<file path="src/rtl/oam_dma_controller.sv">
// oam_dma_controller
// Copies DMA_LEN bytes from the page written to DMA_REG_ADDR into OAM
// (DST_BASE) through the memory router's DMA read/write ports. Each byte
// takes three cycles: READ (address out), CAPTURE (router data returns and is
// latched), WRITE (byte written to OAM).
//
// Ports:
//   I_CLK, I_RESET                  clock, asynchronous active-high reset
//   I_IOREG_ADDR/DATA/WE_L          CPU IO register write bus (trigger)
//   O_DMA_SRC_HI                    readback of the last value written to the DMA register
//   O_RDMA_ADDR, I_RDMA_DATA,
//   O_RDMA_RE_L                     router read port (active-low enable)
//   O_WDMA_ADDR, O_WDMA_DATA,
//   O_WDMA_WE_L                     router write port (active-low enable)
//   O_DMA_ACTIVE                    OAM is owned by the DMA engine
//   O_DMA_DONE                      one-cycle pulse after the last byte is written
module oam_dma_controller #(
    parameter logic [15:0] DMA_REG_ADDR = 16'hFF46,
    parameter int          DMA_LEN      = 160,
    parameter logic [15:0] DST_BASE     = 16'hFE00,
    parameter int          START_DELAY  = 1
) (
    input  logic        I_CLK,
    input  logic        I_RESET,
    input  logic [15:0] I_IOREG_ADDR,
    input  logic [7:0]  I_IOREG_DATA,
    input  logic        I_IOREG_WE_L,
    output logic [7:0]  O_DMA_SRC_HI,
    output logic [15:0] O_RDMA_ADDR,
    input  logic [7:0]  I_RDMA_DATA,
    output logic        O_RDMA_RE_L,
    output logic [15:0] O_WDMA_ADDR,
    output logic [7:0]  O_WDMA_DATA,
    output logic        O_WDMA_WE_L,
    output logic        O_DMA_ACTIVE,
    output logic        O_DMA_DONE
);

    typedef enum logic [2:0] {
        IDLE,
        SETUP,
        READ,
        CAPTURE,
        WRITE,
        DONE
    } state_t;

    localparam logic [7:0] LAST_IDX = 8'(DMA_LEN - 1);
    localparam logic [3:0] DLY_LAST = (START_DELAY > 0) ? 4'(START_DELAY - 1) : 4'd0;

    state_t     state, state_nxt;
    logic [7:0] idx, idx_nxt;
    logic [3:0] dly, dly_nxt;
    logic [7:0] page;
    logic [7:0] src_hi;
    logic [7:0] data_lat;
    logic       trigger;

    assign trigger = !I_IOREG_WE_L && (I_IOREG_ADDR == DMA_REG_ADDR);

    always_ff @(posedge I_CLK or posedge I_RESET) begin
        if (I_RESET) begin
            state    <= IDLE;
            idx      <= 8'h00;
            dly      <= 4'h0;
            page     <= 8'h00;
            src_hi   <= 8'h00;
            data_lat <= 8'h00;
        end else begin
            state <= state_nxt;
            idx   <= idx_nxt;
            dly   <= dly_nxt;
            if (trigger) begin
                src_hi <= I_IOREG_DATA;
                // Echo RAM (0xE000-0xFDFF) mirrors WRAM 0x2000 lower.
                page   <= (I_IOREG_DATA >= 8'hE0) ? (I_IOREG_DATA - 8'h20) : I_IOREG_DATA;
            end
            // Router data for the READ-cycle address is valid during CAPTURE.
            if (state == CAPTURE) begin
                data_lat <= I_RDMA_DATA;
            end
        end
    end

    always_comb begin
        state_nxt = state;
        idx_nxt   = idx;
        dly_nxt   = dly;
        case (state)
            IDLE: ;
            SETUP: begin
                if (dly == DLY_LAST) begin
                    state_nxt = READ;
                    dly_nxt   = 4'h0;
                end else begin
                    dly_nxt = dly + 4'h1;
                end
            end
            READ:    state_nxt = CAPTURE;
            CAPTURE: state_nxt = WRITE;
            WRITE: begin
                if (idx == LAST_IDX) begin
                    state_nxt = DONE;
                end else begin
                    idx_nxt   = idx + 8'h01;
                    state_nxt = READ;
                end
            end
            DONE:    state_nxt = IDLE;
            default: state_nxt = IDLE;
        endcase
        // A trigger restarts from any state; a WRITE in flight still completes
        // because its strobe is decoded from the current (registered) state.
        if (trigger) begin
            state_nxt = (START_DELAY > 0) ? SETUP : READ;
            idx_nxt   = 8'h00;
            dly_nxt   = 4'h0;
        end
    end

    // Moore outputs decoded from the registered state only.
    always_comb begin
        O_RDMA_RE_L  = 1'b1;
        O_RDMA_ADDR  = 16'h0000;
        O_WDMA_WE_L  = 1'b1;
        O_WDMA_ADDR  = 16'h0000;
        O_WDMA_DATA  = 8'h00;
        O_DMA_DONE   = 1'b0;
        O_DMA_ACTIVE = (state != IDLE);
        O_DMA_SRC_HI = src_hi;
        case (state)
            READ, CAPTURE: begin
                O_RDMA_RE_L = 1'b0;
                O_RDMA_ADDR = {page, idx};
            end
            WRITE: begin
                O_WDMA_WE_L = 1'b0;
                O_WDMA_ADDR = DST_BASE + {8'h00, idx};
                O_WDMA_DATA = data_lat;
            end
            DONE:    O_DMA_DONE = 1'b1;
            default: ;
        endcase
    end

endmodule

</file>
<file path="config.mk">
export PLATFORM = sky130hd
export DESIGN_NAME = oam_dma_controller
export DESIGN_NICKNAME = d
export VERILOG_FILES = /design/src/rtl/oam_dma_controller.sv
export SDC_FILE = /design/constraint.sdc
export NUM_CORES = 1
export LEC_CHECK = 0
export ABC_AREA = 1
export CAP_MARGIN = 25
export CELL_PAD_IN_SITES_DETAIL_PLACEMENT = 0
export CELL_PAD_IN_SITES_GLOBAL_PLACEMENT = 1
export CORE_MARGIN = 1
export CORE_UTILIZATION = 29
export DETAILED_ROUTE_END_ITERATION = 10
export HOLD_SLACK_MARGIN = 0.02
export PLACE_DENSITY_LB_ADDON = 0.1
export SLEW_MARGIN = 20
export SYNTH_ARGS = -nofsm -noshare
export SYNTH_HDL_FRONTEND = slang
export SYNTH_SLANG_ARGS = --single-unit
export TNS_END_PERCENT = 30
</file>
<file path="constraint.sdc">
create_clock -name I_CLK -period 1.52 [get_ports I_CLK]
set_input_delay 0.456 -clock I_CLK [delete_from_list [all_inputs] [get_ports I_CLK]]
set_output_delay 0.456 -clock I_CLK [all_outputs]
set_load 0.01 [all_outputs]
</file>
==> results of run 1 <==
## per-stage QoR
stage	hold slack (ps)	std cells	util, %	area (um2)	power, uW
after global routing	512	499	49.3	3370	2930
after CTS	490	498	47.1	3220	2720
after global placement	479	485	46.1	3150	1990
final	482	499	49.3	3370	2720
after detailed placement	466	485	46.1	3150	2000
after floorplan	459	294	-	2060	1690
## metal layers
metal | up-vias | track usage, % | wire length, um
met3 | 7 | 4.00 | 275
li1 | 1092 | - | -
met4 | 0 | 4.55 | 66
met5 | - | 0 | 0
met2 | 45 | 26.8 | 2560
met1 | 931 | 19.3 | 2500
## worst max path at each step
stage	start	end	slack, ps
CTS	state[1]	O_WDMA_ADDR[6]	-190
global route	state[1]	O_WDMA_ADDR[3]	-290
detailed placement	state[2]	O_RDMA_ADDR[6]	-370
finish	state[2]	O_RDMA_ADDR[7]	-220
floorplan	state[1]	O_WDMA_ADDR[0]	-30
global placement	state[2]	O_RDMA_ADDR[6]	-360
## synth_stat cells
master and count:
a21oi_1 11, a31oi_1 1, and3_1 1, buf_2 4, buf_4 13, buf_6 1
conb_1 1, dfrtp_1 34, ha_1 4, inv_1 51, inv_2 5, nand2_1 59
nand2_2 3, nand2_4 1, nand3_1 7, nand3_2 1, nand4_1 6, nor2_1 63
nor2_2 3, nor2_8 1, nor3_1 6, nor3_2 1, o211ai_1 1, o21ai_0 3
o21ai_1 9, o21ai_2 1, or2_0 1, xnor2_1 1, xor2_1 1
## where the power goes
part           switching, uW  internal, uW  total, uW  leakage [uW]
registers                118          1110       1230      0.000405
logic                    427           365        792       0.00142
clock network            327           365        693     0.0000482
## sequential cells by signal (all words and copies together) (netlist names)
name / cells
data_lat: 8
dly: 4
state: 3
page: 8
idx: 8
O_DMA_SRC_HI: 3
## kinds of logic (layout without fill, tap and decap cells)
group | Yosys count | count (layout) | synth area share, %
and+or+nand+nor | 153 | 153 | 32.1
buffers and inverters | 74 | 183 | 16.5
DFF | 34 | 34 | 41.3
AOI/OAI and AO/OA | 26 | 26 | 6.68
adders and majority gates | 4 | 4 | 2.43
xor gates and xnor gates | 2 | 2 | 0.850
other | 1 | 1 | 0.182
## cell usage in the layout (no fill, tap or decap), drive strengths merged
cell,instances
a21oi,11
a31oi,1
and3,1
buf,76
clkbuf,7
clkdlybuf4s50,25
clkinv,2
conb,1
dfrtp,34
dlygate4sd2,8
dlymetal6s2s,9
ha,4
inv,56
nand2,63
nand3,8
nand4,6
nor2,67
nor3,7
o211ai,1
o21ai,13
or2,1
xnor2,1
xor2,1
## critical path: cells and delay by family, from the launching register on
kind                   cells  cell delay, ps
AND/OR/NAND/NOR            2             210
buffers and inverters      3             320
flip-flops                 1             450
## what timing repair did
action                                  CTS  global route
resized for setup                       222            44
pin swaps                                 2             3
endpoints found under the setup margin   63            69
buffers inserted                          3             1
gates cloned                              2             0
## area by class of cell
cell class | count | area share [%]
Clock buffer | 7 | 2.56
Clock inverter | 1 | 0.148
Inverter | 56 | 6.98
Multi-Input combinational cell | 186 | 30.1
Sequential cell | 34 | 25.3
Tap cell | 96 | 3.56
Timing Repair Buffer | 118 | 31.1
Timing Repair inverter | 1 | 0.334
==> run_results.csv, run 1 <==
group,metric,value,unit
final_layout,syn_to_final_growth,63.6,%
sta,fin_worst_skew,8.39,ps
critical_path,r2r_start,"state[2]",
critical_path,endpoint_kind,"primary output",
critical_path,rrSetupSlack,-20,ps
final_layout,antenna_cells,0,
sta,period_needed,1740,ps
floorplanning,rows,30,
routing,post_drt_wl_per_cell,10.8,um
critical_path,path_cells,"nor2_4 -> buf_6 -> inv_8 -> nor2_2 -> buf_2",
cts,clkTransAtPathRegs,70,ps
routing,drc,0,
cts,cts_buffers,5,
worst_hold_path,hold_depth,2,
synthesis,synth_seq_cells,34,
routing,firstDrtPassIters,4,
floorplanning,die_w,86.3,um
cts,clock_latency,290,ps
place,dp_hpwl,3840,um
critical_path,r2r-end,"idx[2]",
flow_run,max_cap_viol_count,0,
synthesis,yosysWarningCount,0,
routing,vias,2075,
floorplanning,core_area,0.00683,mm2
run_status,violations,"setup timing",
final_layout,drive_gt1_share,33.3,%
place,gp_congestion,0.736,
final_layout,multiInputGateArea,0.00101,mm2
cts,clock_sinks,34,
floorplanning,initial_core_util,30.2,%
global_route,grt_pass1_vias,1994,
place,pre_cts_slack,-373,ps
synthesis,syn_area_per_cell,7.01,um2
worst_hold_path,hp-class,"register to register",
floorplanning,die_y,86.3,um
final_layout,ff_latch_area,852,um2
synthesis,syn_area,0.00206,mm2
global_route,gr-total-overflow,0,
critical_path,crit_path_max_fanout,8,
power,p_per_area,806,mW/mm2
worst_hold_path,holdCritStartpoint,"O_DMA_SRC_HI[7]",
synthesis,ys_types,29,
synthesis,ys_seq_area_share,41.3,%
synthesis,synth_fp_nets,333,
run_status,status,"complete, but fails checks",
sta,drv_slew,0,
critical_path,r2r_cells,11,
synthesis,synthCells,294,
sta,finalHoldViolations,0,
cts,clock_path_buffers,2,
final_layout,final_nets,441,
routing,drt-total-wl,5400,um
routing,ant_nets,0,
synthesis,synth_top_cell_by_area,"dfrtp_1",
critical_path,critPathMaxStageDelay,450,ps
global_route,track_usage,15.6,%
final_layout,fillers,709,
sta,layout_setup_ws,-220,ps
cts,clock-root-buffer,"clkbuf_8",
critical_path,critPathLaunchType,"register",
worst_hold_path,hold_end,"O_DMA_SRC_HI[7]",
floorplanning,die-area,0.00745,mm2
sta,finalSetupViolCount,46,
global_route,grt_pass1_wl,9090,um
critical_path,cp_slowest_cell,"dfrtp_2",
critical_path,crit_required,1060,ps
place,portBuffers,85,
synthesis,yosysTopAreaCellShare,41.3,%
routing,drt_iter0_drc,59,
sta,tns,-8000,ps
power,p_leak,0.00188,uW
power,ir_worst_vdd,0.000380,V
critical_path,worstSetupPathType,"register to primary output",
global_route,grt_antenna_before_repair,0,
critical_path,cp.arrival,1280,ps
routing,viasPerCell,4.16,
sta,grt_setup_unrepaired,"true",
cts,cts_tree,"done",
cts,ctsHoldBuffers,0,
cts,htreeDepth,2,
global_route,grt_max_degree,35,
sta,timing.fmax,0.575,GHz
sta,period_share,114,%
floorplanning,pin_count,87,
synthesis,synthTopCellsByArea,"dfrtp_1 41%, nor2_1 11%, nand2_1 11%",
Note: power is estimated with default switching activity, not from simulation.
==> run 2: changes to the inputs <==
--- a/config.mk
+++ b/config.mk
@@ -5,12 +5,11 @@
 export SDC_FILE = /design/constraint.sdc
 export NUM_CORES = 1
 export LEC_CHECK = 0
-export ABC_AREA = 1
 export CAP_MARGIN = 25
 export CELL_PAD_IN_SITES_DETAIL_PLACEMENT = 0
 export CELL_PAD_IN_SITES_GLOBAL_PLACEMENT = 1
 export CORE_MARGIN = 1
-export CORE_UTILIZATION = 29
+export CORE_UTILIZATION = 31
 export DETAILED_ROUTE_END_ITERATION = 10
 export HOLD_SLACK_MARGIN = 0.02
 export PLACE_DENSITY_LB_ADDON = 0.1
==> run 2 against run 1 <==
The run still ends with setup timing left; non-clock buffer count is 10 higher; worst setup slack worse by 340 ps; critical path depth is 1 higher; cell area is 1.6% lower; critical endpoint is now O_WDMA_DATA[3]; final cell count is 23% lower; global-route usage is 1.0 points higher; clock power is 2% lower; sequential cell count stayed put; synthesized cell count is 36% lower; sequential power is 15% higher; first-iteration DRC count is 15% lower; die area is 11% lower.
==> run_results.csv, run 2 <==
group,metric,value,unit
cts,cts_tree,"done",
cts,clkTransAtPathRegs,70,ps
global_route,grt_pass1_vias,1740,
critical_path,crit_top_cell,"buf_6",
critical_path,path_cells,"or3b_4 -> clkinv_4 -> buf_6 -> buf_6 -> and2_4 -> buf_6",
final_layout,fillers,558,
sta,grt_setup_unrepaired,"true",
synthesis,yosysTopAreaCellShare,43.6,%
final_layout,reg_top3,"data_lat: 8 flops, idx: 8 flops, page: 8 flops",
final_layout,final_cell_mix,"38 x buf_6, 34 x dfrtp_1, 30 x clkdlybuf4s50_1, 23 x buf_2, 23 x buf_4",
sta,hold_slack,503,ps
final_layout,final_common_cell,"buf_6",
floorplanning,die_w,81.4,um
synthesis,synthTopCellsByArea,"dfrtp_1 44%, and2_1 9.6%, mux2_2 8.1%",
place,gp_congestion,0.740,
final_layout,final_nets,346,
routing,drt-total-wl,4940,um
critical_path,critPathLaunchType,"register",
place,dp_hpwl,3480,um
critical_path,cp.arrival,1630,ps
sta,fin_worst_skew,6.18,ps
routing,post_drt_wl_per_cell,12.9,um
synthesis,ys_types,36,
synthesis,syn_area,0.00195,mm2
critical_path,critPathBufInv,4,
global_route,track_usage,16.7,%
cts,htreeDepth,2,
synthesis,synth-main-ff-cell,"dfrtp_1",
run_status,status,"complete, but fails checks",
sta,period_share,137,%
routing,ant_nets,0,
synthesis,synth_fp_nets,228,
critical_path,critical-path-top-delay-family,"simple AND/OR/NAND/NOR gates",
floorplanning,core_area,0.00599,mm2
place,place_area,0.00302,mm2
cts,clock_path_buffers,2,
routing,firstDrtPassIters,4,
synthesis,synthCells,189,
critical_path,crit_path_max_fanout,4,
sta,layout_setup_ws,-562,ps
critical_path,cp_slowest_cell,"or3b_4",
sta,finalSetupViolCount,68,
power,p_per_area,1480,mW/mm2
routing,viasPerCell,4.50,
cts,ctsHoldBuffers,0,
synthesis,synth-edff-count,0,
place,pre_cts_slack,-871,ps
cts,cts_buffers,5,
routing,vias,1725,
final_layout,syn_to_final_growth,69.9,%
final_layout,drive_gt1_share,47.7,%
cts,clock-root-buffer,"clkbuf_8",
synthesis,syn_area_per_cell,10.3,um2
critical_path,cp.depth,6,
critical_path,crit_required,1060,ps
floorplanning,rows,28,
critical_path,r2r_cells,8,
cts,clock_sinks,34,
worst_hold_path,hp-class,"register to register",
critical_path,critPathMaxStageDelay,480,ps
final_layout,postLayoutCellArea,0.00332,mm2
synthesis,yosysWarningCount,0,
routing,drt_iter0_drc,50,
sta,drv_slew,0,
power,ir_worst_vdd,0.000633,V
synthesis,synth_seq_cells,34,
worst_hold_path,hold_depth,1,
floorplanning,die_y,81.4,um
global_route,grt_pass1_wl,8160,um
sta,finalHoldViolations,0,
critical_path,endpoint_kind,"primary output",
synthesis,synth_common_cells,"34 x dfrtp_1, 30 x and2_1, 17 x nor2_1, 14 x mux2_2, 12 x buf_4",
synthesis,synth_top_cell_by_area,"dfrtp_1",
place,portBuffers,85,
critical_path,worstSetupPathType,"register to primary output",
floorplanning,initial_core_util,32.6,%
synthesis,async_reset_ff_share,100,%
synthesis,ys_seq_area_share,43.6,%
floorplanning,pin_count,87,
flow_run,max_cap_viol_count,0,
floorplanning,die-area,0.00662,mm2
run_status,violations,"setup timing",
sta,timing.fmax,0.480,GHz
global_route,grt_antenna_before_repair,0,
global_route,grt_max_degree,35,
sta,period_needed,2080,ps
power,total_power,4910,uW
routing,drc,0,
cts,clock_latency,280,ps
global_route,gr-total-overflow,0,
power,p_leak,0.00167,uW
synthesis,synth.most_common_cell,"dfrtp_1",
final_layout,antenna_cells,0,
[run 2: cell types whose count changed in the layout (fill, tap and decap cells not counted), sizes merged, moves of 5 or more]
cell | previous run | this run
nor2 | 67 | 17
clkdlybuf4s50 | 25 | 30
a21oi | 11 | 6
mux2 | 0 | 20
and2 | 0 | 30
buf | 76 | 88
o21ai | 13 | 2
xor2 | 1 | 6
nand3 | 8 | 2
nor3 | 7 | 0
inv | 56 | 11
nand2 | 63 | 6
dlymetal6s2s | 9 | 0
[run 2: kinds of logic after synthesis]
| group | after synthesis | synth area share [%] |
|---|---|---|
| XOR/XNOR | 6 | 2.69 |
| AO/OA/AOI/OAI | 16 | 4.87 |
| AND/OR/NAND/NOR | 78 | 23.7 |
| multiplexers | 21 | 13.2 |
| adder cells (fa/ha/maj) | 4 | 2.56 |
| other | 1 | 0.192 |
| buffers and inverters | 29 | 9.17 |
| flip-flops | 34 | 43.6 |
[run 2: final cells by class]
cell class                 count  area [um2]  area share (%)
multi-input combinational    126        1040            31.3
clock buffer                   7        86.3            2.60
sequential                    34         851            25.7
clock inverter                 1        5.00           0.151
timing repair buffer         128        1180            35.6
tap                           75        93.8            2.83
inverter                      10        42.5            1.28
timing repair inverter         2        20.0           0.604
[run 2: path summary, 6_finish.rpt]
kind	start	endpoint	slack, ps
worst max-delay path	state[1]	O_WDMA_DATA[3]	-560
worst min-delay path	O_DMA_SRC_HI[5]	O_DMA_SRC_HI[5]	500
worst max register to register	state[1]	idx[5]	-360
worst min register to register	O_DMA_SRC_HI[5]	O_DMA_SRC_HI[5]	500
max in group asynchronous	I_RESET	state[2]	830
min in group asynchronous	I_RESET	data_lat[7]	510
[run 2: layer usage]
layer	share of wire (%)	vias up	GRT usage, %
met4	1.2	0	5.18
li1	-	855	-
met5	0	-	0
met1	46	808	21.1
met2	47	53	27.7
met3	5.1	9	4.16
[run 2: report_power, final]
group / internal, uW / switching (uW) / total, uW
Sequential: 1210 / 211 / 1420
Combinational: 1630 / 1180 / 2810
Clock: 365 / 314 / 679
[run 2: repair_timing]
action | CTS | global route
pin swaps | 11 | 6
gates cloned | 2 | 0
gates resized for setup | 241 | 29
endpoints found under the hold margin | 0 | 0
setup buffers | 14 | 4
endpoints found under the setup margin | 85 | 77
[run 2: through the flow]
stage	TNS [ps]	std cells	utilization, %
floorplan	-12810	189	-
global placement	-42370	358	50.4
detailed placement	-43340	358	50.4
CTS	-21650	382	53.8
global route	-25870	383	55.3
finish	-21460	383	55.3
